<file path="src/rtl/tilelink_mem_arbiter_n_if.sv">
// Client-side and manager-side TileLink acquire/grant buses of the N-client arbiter.
// Per-client buses are packed [client][field], so client i sits at slice [i*W +: W].
interface tilelink_mem_arbiter_n_if #(
    parameter int N_CLIENTS = 4,
    parameter int CW        = 2,
    parameter int ID_W      = 2,
    parameter int ADDR_W    = 26,
    parameter int DATA_W    = 64
);
    localparam int OID_W = ID_W + CW;

    // client acquire
    logic [N_CLIENTS-1:0]             in_acq_valid;
    logic [N_CLIENTS-1:0]             in_acq_ready;
    logic [N_CLIENTS-1:0][ADDR_W-1:0] in_acq_addr_block;
    logic [N_CLIENTS-1:0][ID_W-1:0]   in_acq_xact_id;
    logic [N_CLIENTS-1:0][2:0]        in_acq_addr_beat;
    logic [N_CLIENTS-1:0]             in_acq_builtin;
    logic [N_CLIENTS-1:0][2:0]        in_acq_a_type;
    logic [N_CLIENTS-1:0][11:0]       in_acq_union;
    logic [N_CLIENTS-1:0][DATA_W-1:0] in_acq_data;
    // client grant
    logic [N_CLIENTS-1:0]             in_gnt_ready;
    logic [N_CLIENTS-1:0]             in_gnt_valid;
    logic [N_CLIENTS-1:0][2:0]        in_gnt_addr_beat;
    logic [N_CLIENTS-1:0][ID_W-1:0]   in_gnt_xact_id;
    logic [N_CLIENTS-1:0]             in_gnt_mgr_xact_id;
    logic [N_CLIENTS-1:0]             in_gnt_builtin;
    logic [N_CLIENTS-1:0][3:0]        in_gnt_g_type;
    logic [N_CLIENTS-1:0][DATA_W-1:0] in_gnt_data;
    // manager acquire
    logic                             out_acq_ready;
    logic                             out_acq_valid;
    logic [ADDR_W-1:0]                out_acq_addr_block;
    logic [OID_W-1:0]                 out_acq_xact_id;
    logic [2:0]                       out_acq_addr_beat;
    logic                             out_acq_builtin;
    logic [2:0]                       out_acq_a_type;
    logic [11:0]                      out_acq_union;
    logic [DATA_W-1:0]                out_acq_data;
    // manager grant
    logic                             out_gnt_ready;
    logic                             out_gnt_valid;
    logic [2:0]                       out_gnt_addr_beat;
    logic [OID_W-1:0]                 out_gnt_xact_id;
    logic                             out_gnt_mgr_xact_id;
    logic                             out_gnt_builtin;
    logic [3:0]                       out_gnt_g_type;
    logic [DATA_W-1:0]                out_gnt_data;

    // arbiter side
    modport slave (
        input  in_acq_valid, in_acq_addr_block, in_acq_xact_id, in_acq_addr_beat,
               in_acq_builtin, in_acq_a_type, in_acq_union, in_acq_data, in_gnt_ready,
               out_acq_ready, out_gnt_valid, out_gnt_addr_beat, out_gnt_xact_id,
               out_gnt_mgr_xact_id, out_gnt_builtin, out_gnt_g_type, out_gnt_data,
        output in_acq_ready, in_gnt_valid, in_gnt_addr_beat, in_gnt_xact_id,
               in_gnt_mgr_xact_id, in_gnt_builtin, in_gnt_g_type, in_gnt_data,
               out_acq_valid, out_acq_addr_block, out_acq_xact_id, out_acq_addr_beat,
               out_acq_builtin, out_acq_a_type, out_acq_union, out_acq_data, out_gnt_ready
    );

    // clients plus memory side, seen from outside the arbiter
    modport master (
        output in_acq_valid, in_acq_addr_block, in_acq_xact_id, in_acq_addr_beat,
               in_acq_builtin, in_acq_a_type, in_acq_union, in_acq_data, in_gnt_ready,
               out_acq_ready, out_gnt_valid, out_gnt_addr_beat, out_gnt_xact_id,
               out_gnt_mgr_xact_id, out_gnt_builtin, out_gnt_g_type, out_gnt_data,
        input  in_acq_ready, in_gnt_valid, in_gnt_addr_beat, in_gnt_xact_id,
               in_gnt_mgr_xact_id, in_gnt_builtin, in_gnt_g_type, in_gnt_data,
               out_acq_valid, out_acq_addr_block, out_acq_xact_id, out_acq_addr_beat,
               out_acq_builtin, out_acq_a_type, out_acq_union, out_acq_data, out_gnt_ready
    );
endinterface

</file>
<file path="src/rtl/tilelink_mem_arbiter_n.sv">
// N-client uncached TileLink interconnect: round-robin acquire arbitration with a
// PutBlock burst lock, client index tagged into xact_id and used to route grants back.
module tilelink_mem_arbiter_n #(
    parameter int N_CLIENTS  = 4,
    parameter int CW         = (N_CLIENTS > 2) ? $clog2(N_CLIENTS) : 1,
    parameter int ID_W       = 2,
    parameter int ADDR_W     = 26,
    parameter int ADDR_SHIFT = 0,
    parameter int BEATS      = 8,
    parameter int DATA_W     = 64
) (
    input logic                     clk,
    input logic                     reset,
    tilelink_mem_arbiter_n_if.slave bus
);
    localparam int BCW = (BEATS > 2) ? $clog2(BEATS) : 1;

    typedef enum logic {S_OPEN, S_LOCKED} state_t;

    state_t         state;
    logic [CW-1:0]  rr_ptr, lock_id, winner, sel, dst;
    logic [BCW-1:0] beat_cnt;
    logic [CW:0]    cand;
    logic           lock, found, fire, put_block, gnt_in_range;

    function automatic logic [CW-1:0] next_idx(input logic [CW-1:0] i);
        return (int'(i) == N_CLIENTS - 1) ? '0 : i + 1'b1;
    endfunction

    // first valid client at or after rr_ptr, wrapping modulo N_CLIENTS
    always_comb begin
        winner = '0;
        found  = 1'b0;
        cand   = '0;
        for (int k = 0; k < N_CLIENTS; k++) begin
            cand = {1'b0, rr_ptr} + (CW+1)'(k);
            if (int'(cand) >= N_CLIENTS) cand = cand - (CW+1)'(N_CLIENTS);
            if (!found && bus.in_acq_valid[cand[CW-1:0]]) begin
                winner = cand[CW-1:0];
                found  = 1'b1;
            end
        end
    end

    assign lock      = (state == S_LOCKED);
    assign sel       = lock ? lock_id : winner;
    assign fire      = bus.out_acq_valid & bus.out_acq_ready;
    assign put_block = bus.in_acq_builtin[sel] && (bus.in_acq_a_type[sel] == 3'h3);

    // handshakes are held off while reset is asserted so nothing fires into a cleared lock
    assign bus.out_acq_valid = reset & (lock ? bus.in_acq_valid[lock_id] : found);

    always_comb begin
        bus.in_acq_ready = '0;
        if (reset && (lock || found)) bus.in_acq_ready[sel] = bus.out_acq_ready;
    end

    assign bus.out_acq_addr_block = bus.in_acq_addr_block[sel] >> ADDR_SHIFT;
    assign bus.out_acq_xact_id    = {bus.in_acq_xact_id[sel], sel};
    assign bus.out_acq_addr_beat  = bus.in_acq_addr_beat[sel];
    assign bus.out_acq_builtin    = bus.in_acq_builtin[sel];
    assign bus.out_acq_a_type     = bus.in_acq_a_type[sel];
    assign bus.out_acq_union      = bus.in_acq_union[sel];
    assign bus.out_acq_data       = bus.in_acq_data[sel];

    // rr_ptr only moves when a single-beat acquire or a whole burst completes
    always_ff @(posedge clk or negedge reset) begin
        if (!reset) begin
            state    <= S_OPEN;
            rr_ptr   <= '0;
            lock_id  <= '0;
            beat_cnt <= '0;
        end else if (fire) begin
            case (state)
                S_OPEN: begin
                    if (put_block) begin
                        state    <= S_LOCKED;
                        lock_id  <= winner;
                        beat_cnt <= BCW'(1);
                    end else begin
                        rr_ptr <= next_idx(winner);
                    end
                end
                S_LOCKED: begin
                    if (int'(beat_cnt) == BEATS - 1) begin
                        state    <= S_OPEN;
                        beat_cnt <= '0;
                        rr_ptr   <= next_idx(lock_id);
                    end else begin
                        beat_cnt <= beat_cnt + 1'b1;
                    end
                end
                default: state <= S_OPEN;
            endcase
        end
    end

    // an out-of-range tag is swallowed so a bad grant cannot wedge the manager
    assign dst          = bus.out_gnt_xact_id[CW-1:0];
    assign gnt_in_range = int'(dst) < N_CLIENTS;
    assign bus.out_gnt_ready = reset & (gnt_in_range ? bus.in_gnt_ready[dst] : 1'b1);

    always_comb begin
        bus.in_gnt_valid = '0;
        if (reset && gnt_in_range) bus.in_gnt_valid[dst] = bus.out_gnt_valid;
    end

    for (genvar i = 0; i < N_CLIENTS; i++) begin : g_gnt_fanout
        assign bus.in_gnt_addr_beat[i]   = bus.out_gnt_addr_beat;
        assign bus.in_gnt_xact_id[i]     = bus.out_gnt_xact_id[ID_W+CW-1:CW];
        assign bus.in_gnt_mgr_xact_id[i] = bus.out_gnt_mgr_xact_id;
        assign bus.in_gnt_builtin[i]     = bus.out_gnt_builtin;
        assign bus.in_gnt_g_type[i]      = bus.out_gnt_g_type;
        assign bus.in_gnt_data[i]        = bus.out_gnt_data;
    end
endmodule

</file>
<file path="src/flat_wrapper.sv">
// flat-port wrapper written by rule: the top's interface ports become plain ports
module tilelink_mem_arbiter_n_flat 
#(
    parameter int N_CLIENTS  = 4,
    parameter int CW         = (N_CLIENTS > 2) ? $clog2(N_CLIENTS) : 1,
    parameter int ID_W       = 2,
    parameter int ADDR_W     = 26,
    parameter int ADDR_SHIFT = 0,
    parameter int BEATS      = 8,
    parameter int DATA_W     = 64
)
  (clk, reset, bus_in_acq_valid, bus_in_acq_addr_block, bus_in_acq_xact_id, bus_in_acq_addr_beat, bus_in_acq_builtin, bus_in_acq_a_type, bus_in_acq_union, bus_in_acq_data, bus_in_gnt_ready, bus_out_acq_ready, bus_out_gnt_valid, bus_out_gnt_addr_beat, bus_out_gnt_xact_id, bus_out_gnt_mgr_xact_id, bus_out_gnt_builtin, bus_out_gnt_g_type, bus_out_gnt_data, bus_in_acq_ready, bus_in_gnt_valid, bus_in_gnt_addr_beat, bus_in_gnt_xact_id, bus_in_gnt_mgr_xact_id, bus_in_gnt_builtin, bus_in_gnt_g_type, bus_in_gnt_data, bus_out_acq_valid, bus_out_acq_addr_block, bus_out_acq_xact_id, bus_out_acq_addr_beat, bus_out_acq_builtin, bus_out_acq_a_type, bus_out_acq_union, bus_out_acq_data, bus_out_gnt_ready);
  tilelink_mem_arbiter_n_if #(.N_CLIENTS(N_CLIENTS), .CW(CW), .ID_W(ID_W), .ADDR_W(ADDR_W), .DATA_W(DATA_W)) bus_i ();
  input logic clk;
  input logic reset;
  input wire logic [$bits(bus_i.in_acq_valid)-1:0] bus_in_acq_valid;
  input wire logic [$bits(bus_i.in_acq_addr_block)-1:0] bus_in_acq_addr_block;
  input wire logic [$bits(bus_i.in_acq_xact_id)-1:0] bus_in_acq_xact_id;
  input wire logic [$bits(bus_i.in_acq_addr_beat)-1:0] bus_in_acq_addr_beat;
  input wire logic [$bits(bus_i.in_acq_builtin)-1:0] bus_in_acq_builtin;
  input wire logic [$bits(bus_i.in_acq_a_type)-1:0] bus_in_acq_a_type;
  input wire logic [$bits(bus_i.in_acq_union)-1:0] bus_in_acq_union;
  input wire logic [$bits(bus_i.in_acq_data)-1:0] bus_in_acq_data;
  input wire logic [$bits(bus_i.in_gnt_ready)-1:0] bus_in_gnt_ready;
  input wire logic [$bits(bus_i.out_acq_ready)-1:0] bus_out_acq_ready;
  input wire logic [$bits(bus_i.out_gnt_valid)-1:0] bus_out_gnt_valid;
  input wire logic [$bits(bus_i.out_gnt_addr_beat)-1:0] bus_out_gnt_addr_beat;
  input wire logic [$bits(bus_i.out_gnt_xact_id)-1:0] bus_out_gnt_xact_id;
  input wire logic [$bits(bus_i.out_gnt_mgr_xact_id)-1:0] bus_out_gnt_mgr_xact_id;
  input wire logic [$bits(bus_i.out_gnt_builtin)-1:0] bus_out_gnt_builtin;
  input wire logic [$bits(bus_i.out_gnt_g_type)-1:0] bus_out_gnt_g_type;
  input wire logic [$bits(bus_i.out_gnt_data)-1:0] bus_out_gnt_data;
  output wire logic [$bits(bus_i.in_acq_ready)-1:0] bus_in_acq_ready;
  output wire logic [$bits(bus_i.in_gnt_valid)-1:0] bus_in_gnt_valid;
  output wire logic [$bits(bus_i.in_gnt_addr_beat)-1:0] bus_in_gnt_addr_beat;
  output wire logic [$bits(bus_i.in_gnt_xact_id)-1:0] bus_in_gnt_xact_id;
  output wire logic [$bits(bus_i.in_gnt_mgr_xact_id)-1:0] bus_in_gnt_mgr_xact_id;
  output wire logic [$bits(bus_i.in_gnt_builtin)-1:0] bus_in_gnt_builtin;
  output wire logic [$bits(bus_i.in_gnt_g_type)-1:0] bus_in_gnt_g_type;
  output wire logic [$bits(bus_i.in_gnt_data)-1:0] bus_in_gnt_data;
  output wire logic [$bits(bus_i.out_acq_valid)-1:0] bus_out_acq_valid;
  output wire logic [$bits(bus_i.out_acq_addr_block)-1:0] bus_out_acq_addr_block;
  output wire logic [$bits(bus_i.out_acq_xact_id)-1:0] bus_out_acq_xact_id;
  output wire logic [$bits(bus_i.out_acq_addr_beat)-1:0] bus_out_acq_addr_beat;
  output wire logic [$bits(bus_i.out_acq_builtin)-1:0] bus_out_acq_builtin;
  output wire logic [$bits(bus_i.out_acq_a_type)-1:0] bus_out_acq_a_type;
  output wire logic [$bits(bus_i.out_acq_union)-1:0] bus_out_acq_union;
  output wire logic [$bits(bus_i.out_acq_data)-1:0] bus_out_acq_data;
  output wire logic [$bits(bus_i.out_gnt_ready)-1:0] bus_out_gnt_ready;
  assign bus_i.in_acq_valid = bus_in_acq_valid;
  assign bus_i.in_acq_addr_block = bus_in_acq_addr_block;
  assign bus_i.in_acq_xact_id = bus_in_acq_xact_id;
  assign bus_i.in_acq_addr_beat = bus_in_acq_addr_beat;
  assign bus_i.in_acq_builtin = bus_in_acq_builtin;
  assign bus_i.in_acq_a_type = bus_in_acq_a_type;
  assign bus_i.in_acq_union = bus_in_acq_union;
  assign bus_i.in_acq_data = bus_in_acq_data;
  assign bus_i.in_gnt_ready = bus_in_gnt_ready;
  assign bus_i.out_acq_ready = bus_out_acq_ready;
  assign bus_i.out_gnt_valid = bus_out_gnt_valid;
  assign bus_i.out_gnt_addr_beat = bus_out_gnt_addr_beat;
  assign bus_i.out_gnt_xact_id = bus_out_gnt_xact_id;
  assign bus_i.out_gnt_mgr_xact_id = bus_out_gnt_mgr_xact_id;
  assign bus_i.out_gnt_builtin = bus_out_gnt_builtin;
  assign bus_i.out_gnt_g_type = bus_out_gnt_g_type;
  assign bus_i.out_gnt_data = bus_out_gnt_data;
  assign bus_in_acq_ready = bus_i.in_acq_ready;
  assign bus_in_gnt_valid = bus_i.in_gnt_valid;
  assign bus_in_gnt_addr_beat = bus_i.in_gnt_addr_beat;
  assign bus_in_gnt_xact_id = bus_i.in_gnt_xact_id;
  assign bus_in_gnt_mgr_xact_id = bus_i.in_gnt_mgr_xact_id;
  assign bus_in_gnt_builtin = bus_i.in_gnt_builtin;
  assign bus_in_gnt_g_type = bus_i.in_gnt_g_type;
  assign bus_in_gnt_data = bus_i.in_gnt_data;
  assign bus_out_acq_valid = bus_i.out_acq_valid;
  assign bus_out_acq_addr_block = bus_i.out_acq_addr_block;
  assign bus_out_acq_xact_id = bus_i.out_acq_xact_id;
  assign bus_out_acq_addr_beat = bus_i.out_acq_addr_beat;
  assign bus_out_acq_builtin = bus_i.out_acq_builtin;
  assign bus_out_acq_a_type = bus_i.out_acq_a_type;
  assign bus_out_acq_union = bus_i.out_acq_union;
  assign bus_out_acq_data = bus_i.out_acq_data;
  assign bus_out_gnt_ready = bus_i.out_gnt_ready;
  tilelink_mem_arbiter_n #(.N_CLIENTS(N_CLIENTS), .CW(CW), .ID_W(ID_W), .ADDR_W(ADDR_W), .ADDR_SHIFT(ADDR_SHIFT), .BEATS(BEATS), .DATA_W(DATA_W)) u_core (.clk(clk), .reset(reset), .bus(bus_i));
endmodule
</file>
<file path="config.mk">
export PLATFORM = sky130hd
export DESIGN_NAME = tilelink_mem_arbiter_n_flat
export DESIGN_NICKNAME = d
export VERILOG_FILES = /design/src/rtl/tilelink_mem_arbiter_n_if.sv /design/src/rtl/tilelink_mem_arbiter_n.sv /design/src/flat_wrapper.sv
export SDC_FILE = /design/constraint.sdc
export NUM_CORES = 1
export LEC_CHECK = 0
export ABC_AREA = 1
export ABC_CLOCK_PERIOD_IN_PS = 2400
export CORE_AREA = 4 4 374 376
export CTS_CLUSTER_SIZE = 14
export DETAILED_ROUTE_END_ITERATION = 6
export DIE_AREA = 0 0 378 380
export PLACE_DENSITY = 0.3
export SYNTH_ARGS = -nofsm -noshare
export SYNTH_HDL_FRONTEND = slang
export SYNTH_SLANG_ARGS = --single-unit
</file>
<file path="constraint.sdc">
create_clock -name clk -period 2.4 [get_ports clk]
set_input_delay 0.36 -clock clk [delete_from_list [all_inputs] [get_ports clk]]
set_output_delay 0.36 -clock clk [all_outputs]
set_load 0.05 [all_outputs]
</file>
=== After elaboration in Yosys (flattened, before gate mapping) ===
Cells that the tools add are included.

* Output and inout bits: 423
* Bits in registers: 8
* RAM bits: 0
* Bits of input ports: 533
* Bits in latches: 0
* Memory bits (read-only): 0
* Memories kept: 0
* Word-level logic and storage cells: 111

* Add/subtract/negate cells: 10
* Reductions and logical operators: 14
* Multiply operators: 0
* Equal/unequal tests: 7
* Magnitude comparators: 13
* Div/mod/pow operators: 0
* Bitwise operators: 6
* Shift-type cells: 0
* Mux-type cells: 57

{| class="wikitable"
|+ Operator list
! cell !! count
|-
| binary-select mux 64 bit (select 2 bit) || 1
|-
| 2-to-1 mux 64 bit || 1
|-
| binary-select mux 26 bit (select 2 bit) || 1
|-
| 2-to-1 mux 2 bit || 14
|-
| 2-to-1 mux 26 bit || 1
|-
| binary-select mux 12 bit (select 2 bit) || 1
|-
| < comparator 2 x 3 -> 1 bit, second input constant || 7
|-
| 2-to-1 mux 1 bit || 16
|-
| binary-select mux 1 bit (select 2 bit) || 7
|-
| binary-select mux 3 bit (select 2 bit) || 2
|-
| 2-to-1 mux 12 bit || 1
|-
| 2-to-1 mux 3 bit || 4
|-
| greater-or-equal comparator 3 bit, second input constant || 3
|-
| bitwise AND 4 bit || 2
|-
| 2-to-1 mux 4 bit || 2
|-
| subtractor 2 x 1 -> 2 bit, second input constant || 4
|-
| logical AND 1 bit || 7
|-
| adder 2 x 2 -> 3 bit, second input constant || 2
|-
| one-hot mux 3 bit (2 select lines) || 1
|-
| AND reduction 3 bit || 2
|-
| adder 2 x 1 -> 2 bit, second input constant || 2
|-
| binary-select mux 2 bit (select 2 bit) || 1
|-
| demux 1 bit (select 2 bit) || 2
|-
| == test 2 x 1 -> 1 bit, second input constant || 2
|-
| other kinds (15) || 21
|}

=== Logic depth before layout (Yosys ltp) ===
* Depth in word-level cells: 21
* Depth in mapped cells: 23
* Depth with buffers taken out: 22

=== Worst setup path after synthesis ===
OpenSTA, ideal clock, no wires.

* Kind: register to output
* Start: register u_core.rr_ptr[0]
* End: output port bus_in_acq_ready[2]
* Data required time: 2.040 ns
* Setup slack: -0.814 ns
* Path buffers: 2
* Arrival time: 2.854 ns
* Cell stages (with the launch flop): 14
* Cells stage by stage: dfrtp_1 > buf_6 > nand2_1 > nand2_1 > nand2_2 > nand2_2 > nor2_4 > nand3_1 > nand3_2 > nand2_4 > nand2_4 > inv_2 > clkbuf_1 > nor3_1

* Cells in the longest elaborated chain, start to end: 21
* Elaborated cells on any way between the ends: 47
* Classes of those cells: add/sub (7); order compare (6); mux (24); bitwise (1); reduce/logical (9)

{| class="wikitable"
|+ RTL lines
! element !! line !! RTL
|-
| start, declared || tilelink_mem_arbiter_n.sv:21 || <nowiki>logic [CW-1:0] rr_ptr, lock_id, winner, sel, dst;</nowiki>
|-
| start signal, assigned || tilelink_mem_arbiter_n.sv:81 || <nowiki>rr_ptr <= next_idx(winner);</nowiki>
|-
| start signal, assigned || tilelink_mem_arbiter_n.sv:88 || <nowiki>rr_ptr <= next_idx(lock_id);</nowiki>
|-
| branches (longest 13 deep; another with adder 2 x 1 -> 3 bit) || n/a ||
|-
| 2-to-1 mux 2 bit * || tilelink_mem_arbiter_n.sv:38 || <nowiki>if (!found && bus.in_acq_valid[cand[CW-1:0]]) begin</nowiki>
|-
| 2-to-1 mux 2 bit * || tilelink_mem_arbiter_n.sv:46 || <nowiki>assign sel = lock ? lock_id : winner;</nowiki>
|-
| via bus_out_acq_xact_id[0] || flat_wrapper.sv:43 || <nowiki>output wire logic [$bits(bus_i.out_acq_xact_id)-1:0] bus_out_acq_xact_id;</nowiki>
|-
| < comparator 2 x 3 -> 1 bit (implied by the code) / greater-or-equal comparator 2 x 1 -> 1 bit (equally long branches) || tilelink_mem_arbiter_n.sv:55 || <nowiki>if (reset && (lock || found)) bus.in_acq_ready[sel] = bus.out_acq_ready;</nowiki>
|-
| logical AND 1 bit (implied by the code) || tilelink_mem_arbiter_n.sv:55 ||
|-
| 2-to-1 mux 1 bit (implied by the code) || tilelink_mem_arbiter_n.sv:55 ||
|-
| demux 1 bit (select 2 bit) * || n/a ||
|-
| bitwise AND 4 bit (no source line) * || n/a ||
|-
| 2-to-1 mux 4 bit * || tilelink_mem_arbiter_n.sv:55 ||
|-
| end, declared || flat_wrapper.sv:33 || <nowiki>output wire logic [$bits(bus_i.in_acq_ready)-1:0] bus_in_acq_ready;</nowiki>
|}

Mark *: on every way through the listed nets, which the timed path passes. The select of a mux whose other input is x is not followed.

=== Worst setup path in the final report ===
* Start: register u_core.rr_ptr[0]
* End: output port bus_out_acq_data[34]

* Cells in the longest elaborated chain, start to end: 17
* Elaborated cells on any way between the ends: 39
* Classes of those cells: add/sub (7); order compare (4); mux (22); reduce/logical (6)

{| class="wikitable"
|+ RTL lines
! element !! line !! RTL
|-
| branches (longest 13 deep; another with adder 2 x 1 -> 3 bit) || n/a ||
|-
| 2-to-1 mux 2 bit * || tilelink_mem_arbiter_n.sv:38 ||
|-
| 2-to-1 mux 2 bit * || tilelink_mem_arbiter_n.sv:46 ||
|-
| binary-select mux 64 bit (select 2 bit) * || tilelink_mem_arbiter_n.sv:64 || <nowiki>assign bus.out_acq_data = bus.in_acq_data[sel];</nowiki>
|-
| 2-to-1 mux 64 bit (implied by the code) * || tilelink_mem_arbiter_n.sv:64 ||
|-
| end, declared || flat_wrapper.sv:48 || <nowiki>output wire logic [$bits(bus_i.out_acq_data)-1:0] bus_out_acq_data;</nowiki>
|}

Every way passes the cells marked *. The select of a mux whose other input is x is not followed.

==> run_summary.xml <==
<?xml version="1.0" encoding="UTF-8"?>
<metrics>
  <group name="status">
    <metric name="violations" unit="">negative setup slack</metric>
    <metric name="run_status" unit="">complete, but fails checks</metric>
  </group>
  <group name="timing">
    <metric name="finalMaxSlewViolations" unit="">0</metric>
    <metric name="clock_skew" unit="ns">0.00111</metric>
    <metric name="hold_viol_final" unit="">0</metric>
    <metric name="setup-violations-final" unit="">125</metric>
    <metric name="fraction_of_the_cycle_the_final_worst_path_needs" unit="%">133</metric>
    <metric name="final.hold.worst_slack" unit="ns">0.479</metric>
    <metric name="maxSlewHeadroom" unit="%">69.2</metric>
    <metric name="grt_setup_unrepaired" unit="">yes</metric>
    <metric name="post_layout_minimum_cycle_time" unit="ns">3.20</metric>
    <metric name="max_clock_freq" unit="MHz">313</metric>
    <metric name="tns" unit="ns">-74.46</metric>
    <metric name="setup_slack" unit="ns">-0.795</metric>
    <metric name="tightestPinTransition" unit="ns">0.462</metric>
  </group>
  <group name="grt">
    <metric name="groute.layer.met1.usage" unit="%">10.7</metric>
    <metric name="grtUsageMet3" unit="%">3.47</metric>
    <metric name="grt_first_pass_wirelength" unit="um">90000</metric>
    <metric name="groute.usage.overall" unit="%">9.22</metric>
    <metric name="vias_in_the_first_global_route" unit="">9369</metric>
    <metric name="grt.overflow.total" unit="">0</metric>
    <metric name="grt_max_degree" unit="">33</metric>
    <metric name="grt_busiest_layer" unit="">met2</metric>
    <metric name="antenna_found_initial" unit="">10</metric>
    <metric name="globalRouteMet2Util" unit="%">16.4</metric>
  </group>
  <group name="setup_path">
    <metric name="cp_max_fo" unit="">15</metric>
    <metric name="worst-endpoint-arrival" unit="ns">2.84</metric>
    <metric name="critPathKind" unit="">flip-flop to output port</metric>
    <metric name="worst_setup_ep_type" unit="">output port</metric>
    <metric name="worstReg2RegStart" unit="">u_core.rr_ptr[0]</metric>
    <metric name="timing.critical_path.required" unit="ns">2.04</metric>
    <metric name="start_kind" unit="">flip-flop</metric>
    <metric name="critPathLaunch" unit="">u_core.rr_ptr[0]</metric>
  </group>
  <group name="route">
    <metric name="dr.first_iter.drc_count" unit="">230</metric>
    <metric name="remaining_drc_errors" unit="">0</metric>
    <metric name="detailroute.via_count" unit="">8552</metric>
    <metric name="finalWirelength" unit="um">71300</metric>
    <metric name="dr.pass1.iters" unit="">4</metric>
    <metric name="post_drt_via_cell_ratio" unit="">2.71</metric>
    <metric name="drt.antenna.violating_nets" unit="">0</metric>
    <metric name="route.detailed.wl_per_inst" unit="um">22.6</metric>
  </group>
  <group name="placement">
    <metric name="gp_routability_congestion" unit="">0.771</metric>
    <metric name="numPortBuffers" unit="">580</metric>
    <metric name="detailedPlacementHpwl" unit="um">63000</metric>
    <metric name="pre_cts_slack" unit="ns">-1.16</metric>
  </group>
  <group name="die">
    <metric name="start_util" unit="%">4.48</metric>
    <metric name="die-height" unit="um">380</metric>
    <metric name="boundaryPins" unit="">956</metric>
    <metric name="area_of_the_die" unit="um^2">144000</metric>
    <metric name="core_region_area" unit="um^2">137000</metric>
    <metric name="floorplan.rows" unit="">136</metric>
    <metric name="die_width" unit="um">378</metric>
  </group>
  <group name="synthesis">
    <metric name="synthArstFlopShare" unit="%">100</metric>
    <metric name="synth.cells.most_frequent" unit="">nand3_1 (341), buf_4 (303), a22oi_1 (109)</metric>
    <metric name="synth_seq_cells" unit="">8</metric>
    <metric name="synth_sequential_area_ratio" unit="%">3.27</metric>
    <metric name="synth.cell_area" unit="um^2">6130</metric>
    <metric name="yosys.area.top_type_share" unit="%">37.1</metric>
    <metric name="ys_warn_count" unit="">0</metric>
    <metric name="synth_enable_flop_cells" unit="">0</metric>
    <metric name="synth_flop_cell" unit="">dfrtp_1</metric>
    <metric name="yosysMostFrequentCell" unit="">nand3_1</metric>
    <metric name="mapped_nets" unit="">1532</metric>
    <metric name="netlist_top_cells_area" unit="">buf_4 (37%), nand3_1 (28%), a22oi_1 (13%)</metric>
    <metric name="synthesis.area_per_instance" unit="um^2">6.15</metric>
    <metric name="yosysUniqueCellTypes" unit="">30</metric>
    <metric name="post-synth-top-area-cell" unit="">buf_4</metric>
    <metric name="syn_inst" unit="">996</metric>
  </group>
  <group name="cts">
    <metric name="root_buffer" unit="">clkbuf_16</metric>
    <metric name="clock_tree_from_tritoncts" unit="">built</metric>
    <metric name="htreeDepth" unit="">1</metric>
    <metric name="clkSinkCount" unit="">8</metric>
    <metric name="numCtsBuffers" unit="">3</metric>
    <metric name="post_cts_hold_buffer_count" unit="">0</metric>
    <metric name="cts.clk_slew.worst_paths" unit="ns">0.04</metric>
    <metric name="clock_tree_buf_depth" unit="">2</metric>
    <metric name="clk-insertion-delay-late" unit="ns">0.23</metric>
  </group>
  <group name="job">
    <metric name="max_cap_viol_count" unit="">0</metric>
  </group>
  <group name="pwr">
    <metric name="power.ir.vdd_worst" unit="mV">0.199</metric>
    <metric name="design_power_total" unit="mW">11.1</metric>
    <metric name="power-per-cell-area" unit="nW/um^2">675</metric>
    <metric name="leakagePower" unit="nW">6.02</metric>
  </group>
  <group name="min_path">
    <metric name="hold_path_startpoint" unit="">u_core.beat_cnt[2]</metric>
    <metric name="min_path_type" unit="">flip-flop to flip-flop</metric>
  </group>
  <group name="finish">
    <metric name="area_growth" unit="%">169</metric>
    <metric name="final_layout_size_suffix_gt1_share" unit="%">40.2</metric>
    <metric name="nNetsFinal" unit="">1895</metric>
    <metric name="fillerInstances" unit="">15800</metric>
  </group>
</metrics>
sequential cells by signal, indices dropped and copies added (netlist names):
register         count
u_core.lock          1
u_core.rr_ptr        2
u_core.lock_id       2
u_core.beat_cnt      3
cell type report:
class | count | area (um^2) | area share (%)
inverter | 23 | 106 | 0.645
antenna | 6 | 15.0 | 0.0911
multi-input combinational | 590 | 5090 | 30.9
tap | 1794 | 2240 | 13.6
clock buffer | 3 | 75.1 | 0.455
timing repair buffer | 733 | 8750 | 53.1
sequential | 8 | 203 | 1.23
layout by cell type (no fill, tap or decap), types with 3 or more instances in the layout:
| cell type | count |
|---|---|
| inv_1 | 14 |
| clkbuf_16 | 5 |
| nand2_2 | 29 |
| nor3_4 | 4 |
| inv_2 | 5 |
| nand3_1 | 199 |
| nand3_4 | 91 |
| nor2_1 | 8 |
| diode_2 | 6 |
| buf_6 | 16 |
| dlygate4sd2_1 | 4 |
| clkdlybuf4s50_1 | 453 |
| nor2_4 | 5 |
| nand3b_1 | 5 |
| buf_8 | 3 |
| ha_1 | 3 |
| nand2_1 | 58 |
| a22oi_1 | 49 |
| nand4_1 | 3 |
| buf_16 | 7 |
| o21ai_0 | 3 |
| nand3_2 | 53 |
| dfrtp_1 | 6 |
| nand2_4 | 8 |
| buf_4 | 100 |
| buf_12 | 148 |
| a22oi_2 | 60 |
routing by layer:
metal / up-vias / share of wire (%)
li1: 3935 / -
met1: 3947 / 39
met3: 51 / 10
met4: 12 / 1.5
met5: - / 0.11
met2: 607 / 49
through the flow:
step	area [um^2]	cells	util [%]
after floorplan	7370	996	-
after global placement	15200	3118	11.1
after detailed placement	15200	3118	11.1
after CTS	16200	3141	11.8
after global routing	16500	3152	12.0
final	16500	3157	12.1
power breakdown:
group          switching (mW)  internal [mW]  total [mW]  leakage (nW)
clock network          0.0710          0.215       0.286        0.0370
registers              0.0293          0.168       0.197        0.0987
logic                    5.93           4.71        10.6          5.89
total                    6.03           5.09        11.1          6.02
kinds of logic (layout without fill, tap and decap cells):
family	after synthesis	after routing	synth area share, %
AND/OR/NAND/NOR	469	469	37.8
buffers and inverters	398	759	44.1
AO/OA/AOI/OAI	118	118	14.3
flip-flops	8	8	3.27
adder cells (fa/ha/maj)	3	3	0.613
other	0	6	0
worst max-delay path: stages, from the launching register on:
cell and delay (ns):
dfrtp_2 0.46, buf_4 0.16, nand2_1 0.06, nand2_1 0.07, nand2_1 0.07, nand2_1 0.06, nand2_2 0.07, nand2_1 0.05
nand2_1 0.06, nand3_2 0.12, nand2_4 0.12, nand2_8 0.08, inv_8 0.07, nor2_4 0.05, buf_12 0.15, buf_12 0.17
a22oi_2 0.28, buf_4 0.20, nand3_4 0.09, buf_12 0.17
what timing repair did:
action | 4_1_cts | 5_1_grt
gates cloned | 4 | 2
endpoints found under the setup margin | 125 | 125
gates resized for setup | 149 | 47
buffers inserted | 17 | 8
pin swaps | 30 | 6
worst paths after layout:
kind | to | slack (ns) | cells past startpoint
setup / recovery | bus_out_acq_data[34] | -0.80 | 19
min in group asynchronous | u_core.rr_ptr[0] | 0.54 | 2
hold reg to reg | u_core.beat_cnt[2] | 0.48 | 2
setup reg to reg | u_core.beat_cnt[2] | -0.28 | 23
hold / removal | u_core.beat_cnt[2] | 0.48 | 2
max in group asynchronous | u_core.rr_ptr[1] | 1.70 | 2
(Power assumes the default switching activity.)
